`config.mk`:
```
export PLATFORM = sky130hd
export DESIGN_NAME = line_sched
export DESIGN_NICKNAME = d
export VERILOG_FILES = /design/src/rtl/line_sched_pkg.sv /design/src/rtl/rr_arbiter.sv /design/src/rtl/line_sched.sv
export SDC_FILE = /design/constraint.sdc
export NUM_CORES = 1
export LEC_CHECK = 0
export CAP_MARGIN = 15
export CORE_ASPECT_RATIO = 1.75
export CORE_UTILIZATION = 42
export DETAILED_ROUTE_END_ITERATION = 16
export PLACE_DENSITY = 0.95
export SLEW_MARGIN = 25
export SYNTH_ARGS = -nofsm -noshare
export SYNTH_HDL_FRONTEND = slang
export SYNTH_SLANG_ARGS = --single-unit
```
`constraint.sdc`:
```
create_clock -name clk -period 5.7 [get_ports clk]
set_clock_uncertainty 0.15 [all_clocks]
set_input_delay 1.14 -clock clk [delete_from_list [all_inputs] [get_ports clk]]
set_output_delay 1.14 -clock clk [all_outputs]
set_load 0.01 [all_outputs]
```
`src/rtl/line_sched_pkg.sv`:
```
// Shared types and defaults for the line scheduler: FSM states, coordinate
// widths and the line endpoint record.
package line_sched_pkg;

  localparam int XW_DEF = 11;
  localparam int YW_DEF = 10;

  typedef enum logic [2:0] {
    IDLE  = 3'd0,
    ARB   = 3'd1,
    ISSUE = 3'd2,
    WAIT  = 3'd3,
    ACK   = 3'd4
  } state_t;

  typedef struct packed {
    logic [XW_DEF-1:0] x0;
    logic [YW_DEF-1:0] y0;
    logic [XW_DEF-1:0] x1;
    logic [YW_DEF-1:0] y1;
  } line_t;

endpackage

```
`src/rtl/rr_arbiter.sv`:
```
// Combinational round-robin arbiter: the search starts at index ptr and wraps,
// the first set request wins and is returned one-hot.
module rr_arbiter #(
  parameter int N  = 4,
  parameter int PW = 2
) (
  input  logic [N-1:0]  req,
  input  logic [PW-1:0] ptr,
  output logic [N-1:0]  grant
);

  logic found;
  int   idx;

  always_comb begin
    grant = '0;
    found = 1'b0;
    idx   = 0;
    for (int i = 0; i < N; i++) begin
      idx = int'(ptr) + i;
      if (idx >= N) idx = idx - N;
      if (!found && req[idx]) begin
        grant[idx] = 1'b1;
        found      = 1'b1;
      end
    end
  end

endmodule

```
`src/rtl/line_sched.sv`:
```
// Frame-based line request scheduler feeding a single line engine.
// Optional engine watchdog enabled by defining LINE_SCHED_TIMEOUT_EN.
module line_sched
  import line_sched_pkg::*;
#(
  parameter int NREQ           = 4,
  parameter int XW             = XW_DEF,
  parameter int YW             = YW_DEF,
  parameter int TIMEOUT_CYCLES = 1048576
) (
  input  logic              clk,
  input  logic              reset,
  input  logic              frame_start,
  input  logic [NREQ-1:0]   req,
  input  logic [NREQ*XW-1:0] req_x0,
  input  logic [NREQ*XW-1:0] req_x1,
  input  logic [NREQ*YW-1:0] req_y0,
  input  logic [NREQ*YW-1:0] req_y1,
  output logic [NREQ-1:0]   ack,
  output logic              eng_go,
  output logic [XW-1:0]     eng_x0,
  output logic [XW-1:0]     eng_x1,
  output logic [YW-1:0]     eng_y0,
  output logic [YW-1:0]     eng_y1,
  input  logic              eng_done,
  output logic              eng_abort,
  output logic              busy,
  output logic [7:0]        line_count,
  output logic              frame_overrun,
  output logic              timeout_err
);

  localparam int PW = $clog2(NREQ);

  state_t            state_reg, state_next;
  logic [NREQ-1:0]   grant_reg, grant_next, arb_grant;
  logic [PW-1:0]     ptr_reg, ptr_next;
  logic [XW-1:0]     x0_reg, x0_next, x1_reg, x1_next;
  logic [YW-1:0]     y0_reg, y0_next, y1_reg, y1_next;
  logic [7:0]        count_reg;
  logic              overrun_reg;
  logic              done_ok;
  logic              timeout_hit;

  rr_arbiter #(.N(NREQ), .PW(PW)) u_arb (
    .req   (req),
    .ptr   (ptr_reg),
    .grant (arb_grant)
  );

`ifdef LINE_SCHED_TIMEOUT_EN
  localparam int CW = $clog2(TIMEOUT_CYCLES + 1);
  localparam logic [CW-1:0] WD_LAST = CW'(TIMEOUT_CYCLES - 1);
  logic [CW-1:0] wd_cnt_reg;
  logic          abort_reg;
  logic          terr_reg;
`endif

  always_comb begin
    state_next  = state_reg;
    grant_next  = grant_reg;
    ptr_next    = ptr_reg;
    x0_next     = x0_reg;
    x1_next     = x1_reg;
    y0_next     = y0_reg;
    y1_next     = y1_reg;
    done_ok     = 1'b0;
    timeout_hit = 1'b0;
    case (state_reg)
      IDLE: if (frame_start) state_next = ARB;
      ARB: begin
        if (|req) begin
          grant_next = arb_grant;
          for (int i = 0; i < NREQ; i++) begin
            if (arb_grant[i]) begin
              x0_next  = req_x0[i*XW +: XW];
              x1_next  = req_x1[i*XW +: XW];
              y0_next  = req_y0[i*YW +: YW];
              y1_next  = req_y1[i*YW +: YW];
              // Next search begins just past the winner, wrapping to 0.
              ptr_next = (i == NREQ - 1) ? '0 : PW'(i + 1);
            end
          end
          state_next = ISSUE;
        end else begin
          state_next = IDLE;
        end
      end
      ISSUE: state_next = WAIT;
      WAIT: begin
        if (eng_done) begin
          done_ok    = 1'b1;
          state_next = ACK;
        end
`ifdef LINE_SCHED_TIMEOUT_EN
        else if (wd_cnt_reg == WD_LAST) begin
          timeout_hit = 1'b1;
          state_next  = ACK;
        end
`endif
      end
      ACK:     state_next = ARB;
      default: state_next = IDLE;
    endcase
  end

  always_ff @(posedge clk) begin
    if (reset) begin
      state_reg   <= IDLE;
      grant_reg   <= '0;
      ptr_reg     <= '0;
      x0_reg      <= '0;
      x1_reg      <= '0;
      y0_reg      <= '0;
      y1_reg      <= '0;
      count_reg   <= '0;
      overrun_reg <= 1'b0;
    end else begin
      state_reg   <= state_next;
      grant_reg   <= grant_next;
      ptr_reg     <= ptr_next;
      x0_reg      <= x0_next;
      x1_reg      <= x1_next;
      y0_reg      <= y0_next;
      y1_reg      <= y1_next;
      overrun_reg <= frame_start && (state_reg != IDLE);
      // A completion landing with frame_start belongs to the new frame.
      if (frame_start)
        count_reg <= done_ok ? 8'd1 : 8'd0;
      else if (done_ok && count_reg != 8'd255)
        count_reg <= count_reg + 8'd1;
    end
  end

`ifdef LINE_SCHED_TIMEOUT_EN
  always_ff @(posedge clk) begin
    if (reset) begin
      wd_cnt_reg <= '0;
      abort_reg  <= 1'b0;
      terr_reg   <= 1'b0;
    end else begin
      wd_cnt_reg <= (state_reg == WAIT) ? wd_cnt_reg + 1'b1 : '0;
      abort_reg  <= timeout_hit;
      if (timeout_hit) terr_reg <= 1'b1;
    end
  end
  assign eng_abort   = abort_reg;
  assign timeout_err = terr_reg;
`else
  assign eng_abort   = 1'b0;
  assign timeout_err = 1'b0;
`endif

  assign ack           = (state_reg == ACK) ? grant_reg : '0;
  assign eng_go        = (state_reg == ISSUE);
  assign busy          = (state_reg != IDLE);
  assign eng_x0        = x0_reg;
  assign eng_x1        = x1_reg;
  assign eng_y0        = y0_reg;
  assign eng_y1        = y1_reg;
  assign line_count    = count_reg;
  assign frame_overrun = overrun_reg;

endmodule

```
### Word level (Yosys, flattened, before mapping)

Index checks and enable logic that the tools add are counted.

* latch bits: 0
* ROM bits: 0
* RAM bits: 0
* output and inout port bits: 59
* memories: 0
* register bits after elaboration: 60

* reduce and logical (&&, ||, !) cells: 20
* eq/ne operators: 7
* shift operators: 0
* multiply operators: 0
* bitwise gates (word level): 3
* divide/modulo/power cells: 0
* multiplexer cells: 61
* order comparisons: 12
* add/sub/neg operators: 8

Operators with widths (number)
* $ge 32x1->1 const B: 4
* $lt 32x4->1 const B: 4
* $mux 32: 4
* $ge 32x4->1 const B: 3
* $sub 32x4->32 const B: 3
* $mux 11: 8
* $mux 10: 8
* $mux 4: 5
* $mux 1: 18
* $mux 8: 2
* $pmux 3 s5: 1
* $or 4x4->4: 3
* $mux 2: 5
* $logic_and 1x1->1: 9
* $add 8x1->8 const B: 1
* $bmux 1 s2: 4
* $demux 1 s2: 4
* $ne 8x8->1 const B: 1
* $add 2x2->3 const B: 2
* $eq 3x2->1 const B: 2
* $mux 3: 2
* $ne 2x2->1 const B: 2
* $reduce_and 2->1: 2
* $reduce_bool 4->1: 1
* other kinds (11): 13

### Longest topological paths before layout

Gate-level depths: netlist (run 1).

* word-level depth: 19
* depth in mapped cells: 12
* depth with buffers taken out: 9

### Hierarchy

From an unflattened synthesis (run 1), not the netlist that was laid out.

* cell total of the unflattened synthesis: 525
* area total of the unflattened synthesis: 4072.7 µm²

Modules (own cells, without submodules)
* line_sched: sequential area each 1201.2 µm², cells an instance 487, area each 3714.8 µm², instances 1
* rr_arbiter: sequential area each 0.0 µm², cells an instance 38, area each 357.8 µm², instances 1

### Least setup slack after synthesis (run 1)

OpenSTA, ideal clock, no wires.

* path kind: input -> register
* start point: input port req[3]
* end point: register x0_reg[0] (netlist: eng_x0[0])
* cell stages on the path: 9
* path buffers: 2
* library setup time: 0.089 ns
* arrival time: 3.227 ns
* slack: 2.235 ns
* path through: mux4_2 > nor4b_4 > and2_1 > or2_1 > buf_4 > buf_6 > nand2_1 > a311o_1 > a311oi_2

* cells in the longest elaborated chain, start to end: 16
* elaborated cells between the ends (all ways): 34

Ends and longest elaborated chain
* start: declaration: RTL line line_sched.sv:14 `input logic [NREQ-1:0] req,`
* $bmux 1 s2: RTL line rr_arbiter.sv:22 `if (!found && req[idx]) begin`
* $mux 1 (implied by the code) (2 in series): RTL line rr_arbiter.sv:22
* $mux 1: RTL line rr_arbiter.sv:22
* $logic_not 1->1: RTL line rr_arbiter.sv:22
* $logic_and 1x1->1: RTL line rr_arbiter.sv:22
* $mux 1: RTL line rr_arbiter.sv:22
* $logic_not 1->1: RTL line rr_arbiter.sv:22
* $logic_and 1x1->1: RTL line rr_arbiter.sv:22
* $mux 1: RTL line rr_arbiter.sv:22
* $logic_not 1->1: RTL line rr_arbiter.sv:22
* $logic_and 1x1->1: RTL line rr_arbiter.sv:22
* $mux 4: RTL line rr_arbiter.sv:22
* $mux 11 (3 in series): RTL line line_sched.sv:75 `if (arb_grant[i]) begin`
* end signal: assignment: RTL line line_sched.sv:122 `x0_reg <= x0_next;`
* end: declaration: RTL line line_sched.sv:38 `logic [XW-1:0] x0_reg, x0_next, x1_reg, x1_next;`

Several ways; a longest one is shown, not always the timed one. The select of a mux whose other input is x is not followed.
A chain may end at the register's enable or synchronous reset.

### Worst setup path in the final report (run 1)

* start point: input port req[2]
* end point: register x1_reg[8] (netlist: eng_x1[8])

* cells in the longest elaborated chain, start to end: 16
* elaborated cells between the ends (all ways): 34

Ends and longest elaborated chain
* $bmux 1 s2: RTL line rr_arbiter.sv:22
* $mux 1 (implied by the code) (2 in series): RTL line rr_arbiter.sv:22
* $mux 1: RTL line rr_arbiter.sv:22
* $logic_not 1->1: RTL line rr_arbiter.sv:22
* $logic_and 1x1->1: RTL line rr_arbiter.sv:22
* $mux 1: RTL line rr_arbiter.sv:22
* $logic_not 1->1: RTL line rr_arbiter.sv:22
* $logic_and 1x1->1: RTL line rr_arbiter.sv:22
* $mux 1: RTL line rr_arbiter.sv:22
* $logic_not 1->1: RTL line rr_arbiter.sv:22
* $logic_and 1x1->1: RTL line rr_arbiter.sv:22
* $mux 4: RTL line rr_arbiter.sv:22
* $mux 11 (3 in series): RTL line line_sched.sv:75
* end signal: assignment: RTL line line_sched.sv:123 `x1_reg <= x1_next;`
* end: declaration: RTL line line_sched.sv:38

Several ways; a longest one is shown, not always the timed one. The select of a mux whose other input is x is not followed.

==> results.yml, run 1 <==
grt:
  grt_pass1_wl_mm: 22.78
  grt_max_degree: 85
  antenna_found_initial: 1
  first_global_vias: 4843
  grtUsageTotal: 0.2849
  gr-total-overflow: 0
run_status:
  status: "finished clean"
place:
  port_buffers: 232
  dpl.cell_count: 822
  gp_congestion: 0.8656
  hpwl_mm: 10.94
  place_ws_ns: 0.6859
clocking:
  cts.htree.levels: 3
  clock_path_buffers: 2
  cts_setup_buffers: 0
  hold_buffers: 0
  clk_pin_slew_ns: 0.05
  cts_resized: 0
  cts_buffers: 9
  cts-root-buf: "clkbuf_16"
  cts_tree: "done"
  cts_sinks: 60
  clk_latency_ns: 0.32
power_and_ir_drop:
  power.leakage_nw: 2.363
  ir_drop_uv: 188.5
  powerDensity_nw_per_um2: 278.5
  p_total_mw: 1.858
synthesis:
  async_reset_ff_frac: 0
  syn_area_per_cell_um2: 7.916
  synth-seq-cells: 60
  synthAdderAreaFrac: 0.02489
  synth_warnings: 0
  synth.area.top_cells: "dfxtp_1, a311oi_2, nand2_1, a311o_1, nor2_1"
  synth_common_cells: "nand2_1, nor2_1, dfxtp_1"
  synth-xor-area-share: 0.01307
  synth_top_family_by_area: "compound AO/OA/AOI/OAI gates"
  synth_top_area_cell: "dfxtp_1"
  synth_cell_type_count: 43
  synth.top_cell.area_share: 0.2987
  synth-simple-area-share: 0.2750
  netlist_area_um2: 4021
  synth_compound_area_frac: 0.2965
  yosysMostFrequentCell: "nand2_1"
  synth_edf_count: 0
  seq_area_frac_synth: 0.2987
  synth_cells: 508
  synth_mux_area_frac: 0.02738
  synth_flop_cell: "dfxtp_1"
sta:
  rsz0062_at_grt: "false"
  tns_ns: 0
  fin_crit_ns: 4.415
  setup_viol: 0
  tightest_slew_ns: 1.006
  fin_crit_sh: 0.7745
  hold_viol: 0
  setup_slack_ns: 1.285
  maxSlewHeadroom: 0.3291
  drv_slew: 0
  fmax_mhz: 226.5
die:
  dieArea_um2: 9985
  fp.dieH_um: 131.4
  core-area_um2: 9151
  start_util: 0.4394
  num_rows: 46
  ios: 235
  chipWidth_um: 75.97
flow_run:
  cap_viol_max_count: 0
worst_setup_path:
  required_ns: 5.78
  critPathLaunchType: "input port"
  path_class: "in -> reg"
  cp-end-kind: "flip-flop"
  critPathArrivalTime_ns: 4.49
  cp_slowest_cell: "buf_4"
  crit_fanout: 84
  crit_chain: "clkdlybuf4s50_1 > mux4_2 > nor3b_2 > a221o_1 > nor2_4 > a41oi_4 > buf_4 > nor2_1 > a311oi_2"
  cpPeakStageDelay_ns: 0.76
final_layout:
  area_growth_pct: 65.96
  finish.utilization: 0.7293
  instances_no_fill: 840
  nNetsFinal: 898
  layout-drive-gt1-share: 0.1043
drt:
  drc_errors: 0
  via_count: 4741
  drtIter0Drc: 207
  avgRoutedWirePerCell_um: 17.17
  ant_nets: 0
  via_per_inst: 5.644
  wl_mm: 14.42
  first_pass_iters: 5
worst_hold_path:
  worstHoldPathType: "reg -> reg"
critical path: cells and delay by family:
kind                   cells  cell delay (ns)
buffers and inverters      2             1.22
AO/OA/AOI/OAI              3             0.75
AND/OR/NAND/NOR            3             0.71
multiplexers               1             0.61
routing by layer:
metal | track usage | vias up | wire length [µm]
met5 | 0 | - | 0
met4 | 0.2041 | 0 | 792
met3 | 0.07014 | 58 | 1002
met2 | 0.5152 | 240 | 7571
met1 | 0.2776 | 2208 | 5056
li1 | - | 2235 | -
placed cells by master (no fill, tap or decap), types with 5 or more instances in the layout:
master / Yosys / routed
clkdlybuf4s50_1: 0 / 231
nand2_1: 140 / 140
nor2_1: 102 / 102
dfxtp_1: 60 / 60
a311o_1: 42 / 42
a311oi_2: 38 / 38
clkbuf_16: 0 / 9
ha_1: 8 / 8
buf_4: 4 / 7
inv_1: 5 / 5
and3_1: 5 / 5
a211oi_1: 5 / 5
a21oi_1: 5 / 5
clkinv_2: 0 / 5
stage by stage:
step	hold WS, ns	area, µm²
after floorplan	0.3141	4025
after global placement	0.3361	6360
after detailed placement	0.3375	6360
after CTS	0.3499	6644
after global routing	0.3660	6674
final	0.3451	6674
final timing paths:
| path | cells past startpoint | slack (ns) | start | to |
|---|---|---|---|---|
| max | 9 | 1.29 | req[2] | eng_x1[8] |
| min | 2 | 0.35 | eng_y0[2] | eng_y0[2] |
| max reg2reg | 10 | 1.44 | ptr_reg[0] | eng_x1[8] |
| min reg2reg | 2 | 0.35 | eng_y0[2] | eng_y0[2] |
power by group:
| group | internal (mW) | switching (mW) |
|---|---|---|
| Combinational | 0.419 | 0.420 |
| Clock | 0.334 | 0.184 |
| Sequential | 0.469 | 0.0320 |
kinds of logic (layout without fill, tap and decap cells):
family                   after synthesis  count (layout)
AND/OR/NAND/NOR                      268             268
flip-flops                            60              60
other                                  1               3
AO/OA/AOI/OAI                        107             107
multiplexers                           6               6
adder cells (fa/ha/maj)                8               8
buffers and inverters                 52             262
XOR/XNOR                               6               6
layout make-up:
cell class / count / area [µm²]
diodes: 1 / 2.502
multi-input cells: 397 / 2600
fillers: 657 / 2477
well taps: 120 / 150.1
clock inverters: 6 / 55.05
flip-flops and latches: 60 / 1201
clock buffers: 10 / 229.0
repair buffers: 241 / 2417
inverters: 5 / 18.77
Note: power is estimated with default switching activity, not from simulation.
==> run 2: changes to the inputs <==
Settings changed: CORE_UTILIZATION 42 to 35, PLACE_DENSITY 0.95 to 0.87.
Clock period 5.7 ns to 3.65 ns, I/O delays scaled along.
==> results.yml, run 2 (synthesis gave the netlist of run 1 again) <==
run_status:
  status: "finished clean"
clocking:
  cts_resized: 0
  cts-root-buf: "clkbuf_16"
  clock_path_buffers: 2
  cts_tree: "done"
  hold_buffers: 0
  cts.htree.levels: 3
  cts_setup_buffers: 0
  clk_latency_ns: 0.33
  cts_buffers: 9
  cts_sinks: 60
  clk_pin_slew_ns: 0.06
die:
  dieArea_um2: 11940
  chipWidth_um: 83.03
  core-area_um2: 11170
  ios: 235
  start_util: 0.3601
  num_rows: 51
  fp.dieH_um: 143.8
final_layout:
  instances_no_fill: 873
  seqCellArea_um2: 1201
  fin_area_um2: 7002
  area_growth_pct: 74.11
  final_cell_mix: "clkdlybuf4s50_1, nand2_1, nor2_1, dfxtp_1, a311o_1"
  nNetsFinal: 917
  layout-drive-gt1-share: 0.1301
  n_fill_cell: 910
  multi_input_area_um2: 2609
  layout_commonest_cell: "clkdlybuf4s50_1"
  finish.utilization: 0.6270
worst_setup_path:
  path_class: "in -> reg"
  cp_slowest_cell: "mux4_2"
  cpMostUsedCell: "buf_4"
  cpPeakStageDelay_ns: 0.57
  required_ns: 3.73
  crit_chain: "clkdlybuf4s50_1 > mux4_2 > buf_4 > nand2_1 > o21ai_0 > a221oi_4 > buf_4 > nor2_1 > a311o_1 > a311oi_2"
  critPathArrivalTime_ns: 3.59
  critPathLaunchType: "input port"
  cp-end-kind: "flip-flop"
  crit_fanout: 19
power_and_ir_drop:
  power.leakage_nw: 2.508
  powerDensity_nw_per_um2: 460.1
  p_total_mw: 3.222
  ir_drop_uv: 301.0
sta:
  rsz0062_at_grt: "false"
  tns_ns: 0
  maxSlewHeadroom: 0.5635
  drv_slew: 0
  holdWs_ns: 0.3606
  setup_viol: 0
  fmax_mhz: 284.9
  setup_slack_ns: 0.1395
  fin_crit_sh: 0.9618
  fin_crit_ns: 3.510
  hold_viol: 0
  tightest_slew_ns: 0.6547
place:
  port_buffers: 232
  dpl.cell_count: 852
  dpl_cell_area_um2: 6585
  gp_congestion: 0.8689
  hpwl_mm: 11.68
  place_ws_ns: -0.2128
drt:
  wl_mm: 15.91
  via_per_inst: 5.638
  first_pass_iters: 5
  ant_nets: 0
  avgRoutedWirePerCell_um: 18.22
  drtIter0Drc: 239
  drc_errors: 0
  via_count: 4922
grt:
  first_global_vias: 4460
  grt_max_degree: 57
  gr-total-overflow: 0
  grt_pass1_wl_mm: 23.26
  busiest_layer: "met2"
  antenna_found_initial: 1
  met3_usage: 0.05169
  globalRouteMet1Util: 0.2685
  globalRouteMet2Util: 0.4482
  grtUsageTotal: 0.2479
worst_hold_path:
  worstHoldPathType: "reg -> reg"
flow_run:
  cap_viol_max_count: 0
run 2: cell types whose count changed in the layout (fill, tap and decap cells not counted), moves of 2 or more:
cell and delta:
buf_4 +12, clkbuf_16 +2, buf_12 +6, diode_2 +2
bufinv_16 +2, clkinv_2 -4
run 2: cell type report:
class,instances,area share
Tap cell,132,0.02359
Clock buffer,10,0.03413
Antenna cell,3,0.001072
Multi-Input combinational cell,397,0.3726
Sequential cell,60,0.1716
Timing Repair Buffer,260,0.3785
Inverter,5,0.002680
Clock inverter,6,0.01590
run 2: worst max-delay path, delay by kind of cell:
family	cells	cell delay, ns
mux	1	0.57
simple gates	2	0.13
buf+inv	3	0.98
compound gates	4	1.17
run 2: worst paths after layout:
path               from   endpoint  slack (ns)  cells past startpoint
max              req[3]  eng_y0[8]        0.14                     10
min           eng_x1[5]  eng_x1[5]        0.36                      2
max reg2reg  ptr_reg[0]  eng_y0[8]        0.24                     11
min reg2reg   eng_x1[5]  eng_x1[5]        0.36                      2
run 2: report_power, final:
group	total (mW)	switching, mW	internal [mW]
Sequential	0.778	0.0463	0.732
Clock	0.997	0.312	0.685
Combinational	1.45	0.703	0.743
run 2: layer usage:
layer  vias to the layer above  wire length, µm
met5                         -                0
met4                         0              608
met3                        43              928
met2                       249             8610
met1                      2347             5757
li1                       2283                -
==> variant (config.mk and constraints of run 2) <==
Add a define of `LINE_SCHED_TIMEOUT_EN`.
--- a/src/rtl/line_sched.sv
+++ b/src/rtl/line_sched.sv
@@ -1,5 +1,7 @@
 // Frame-based line request scheduler feeding a single line engine.
 // Optional engine watchdog enabled by defining LINE_SCHED_TIMEOUT_EN.
+`define LINE_SCHED_TIMEOUT_EN
+
 module line_sched
   import line_sched_pkg::*;
 #(
Formal check against the unedited RTL: same outputs for any inputs over 4 cycles, from zero or initial values and one cycle with reset high; that may be too few to reach the edited logic, so the function may still have changed.
==> variant against run 2 <==
- count of clock-buffer cells in the layout rose by 1
- first-iteration DRC count rose by 5.9%
- hold slack got worse by 0.046 ns
- via count rose by 8.5%
- utilization fell by 3.9 points
- non-clock buffer count fell by 3
- synthesized area rose by 16%
- setup slack improved by 0.10 ns
- register-to-register slack improved by 0.06 ns
- sequential cell count rose by 23
- cell area rose by 9.2%
- total power rose by 34%
- routed wire length rose by 0.17%
- largest cell class is now multi-input combinational cells
==> variant: results (changes against run 2) <==
WORST SETUP PATH
--------------------------------------------------------------------------
Depth of the worst register-to-register path                            10   -1
Highest-delay cell along the critical path                    clkdlybuf4s50_1
CP peak stage delay                                                0.59 ns   +0.02 ns
Critical path data arrival time                                    3.49 ns   -0.10 ns
Peak fanout along the critical path                                     64   +45

LOGIC SYNTHESIS
--------------------------------------------------------------------------
Top cells by area in the synthesized netlist                  dfxtp_1, nand2_1, a311oi_1
Register area share after synthesis                                 35.51%   +5.6 points
Synthesized instance count                                             615   +21%
Distinct cells, synth                                                   50   +16%
Cell types with the highest counts after synthesis            nand2_1, dfxtp_1, nor2_1

PLACED DESIGN
--------------------------------------------------------------------------
Routability congestion estimate                                     0.8662   -0.31%
Input/output buffers                                                   234   +0.86%

DRT
--------------------------------------------------------------------------
Met1 routed wirelength after detailed routing                 5949 microns   +3.3%
Routed wire per std cell                                      15.73 microns   -14%
Routed wire length on met3                                     837 microns   -9.8%
Iter 0 DRT Violations                                                  253   +5.9%
Via count of the routed design                                        5338   +8.5%
Router iterations before antenna repair                                  4   -1
Routed length on met2                                         8657 microns   +0.55%

GRT
--------------------------------------------------------------------------
Number of global-route vias before repair                             5221   +17%
Largest net degree at the start of global routing                       65   +14%
Global-route wire length before repair                        25680 microns   +10%

CELLS AND AREA
--------------------------------------------------------------------------
Max FFs per register                                                    21
Area taken by multi-input logic gates                         0.002850 sq mm   +9.3%
Fraction of layout instances using a drive strength above 1         9.857%   -3.2 points
Fillcell total                                                        1114   +22%
Post-Layout Cell Count                                                1013   +16%
Antenna diode count                                                      0   -3

RUN STATUS
--------------------------------------------------------------------------
Outcome                                                       finished clean

POWER
--------------------------------------------------------------------------
Maximum vdd ir drop                                              0.2772 mV   -7.9%
Leakage                                                           2.766 nW   +10%

STA
--------------------------------------------------------------------------
Normalized max-slew margin                                          47.76%   -8.6 points

WORST HOLD PATH
--------------------------------------------------------------------------
Min-Delay Path Depth                                                     1   -1

[variant: changes by cell type after synthesis, moves of 6 or more]
cell / before / now
dfxtp_1: 60 / 83
a311oi_1: 4 / 41
a311oi_2: 38 / 0
xor2_1: 4 / 16
a31o_2: 0 / 32
nor2_1: 102 / 83
clkbuf_1: 26 / 35
a21oi_1: 5 / 11
nand3_1: 2 / 10
xnor2_1: 2 / 8
a31o_1: 0 / 9
o21ai_0: 4 / 45
a311o_1: 42 / 0
[variant: area by class of cell]
cell class / instances / area share (%)
flip-flops and latches: 83 / 21.73
clock inverters: 5 / 1.080
well taps: 171 / 2.798
clock buffers: 11 / 3.175
multi-input cells: 480 / 37.28
inverters: 6 / 0.2946
repair buffers: 257 / 33.64
[variant: power by group]
| part | switching, mW | internal, mW |
|---|---|---|
| clock network | 0.365 | 0.622 |
| registers | 0.0906 | 1.06 |
| logic | 1.11 | 1.06 |
| total | 1.56 | 2.74 |
[variant: cells by family after synthesis]
group / synth area share [%]
fa+ha+maj: 2.406
compound gates: 25.70
xor+xnor: 4.492
flops: 35.51
simple gates: 25.64
buf+inv: 4.599
mux: 1.658
[variant: per-layer routing]
| layer | up-vias | global-route usage, % |
|---|---|---|
| met2 | 185 | 43.22 |
| met3 | 33 | 5.040 |
| met5 | - | 0 |
| li1 | 2627 | - |
| met1 | 2493 | 26.95 |
| met4 | 0 | 9.751 |
[variant: final timing paths]
check | startpoint | end | slack, ns
max reg2reg | ptr_reg[0] | eng_y1[1] | 0.30
max | req[3] | eng_y1[9] | 0.24
min | timeout_err | timeout_err | 0.31
min reg2reg | timeout_err | timeout_err | 0.31
[variant: worst max-delay path, delay by kind of cell]
family	cells	cell delay [ns]
simple gates	2	0.35
buf+inv	3	1.05
compound gates	5	1.33
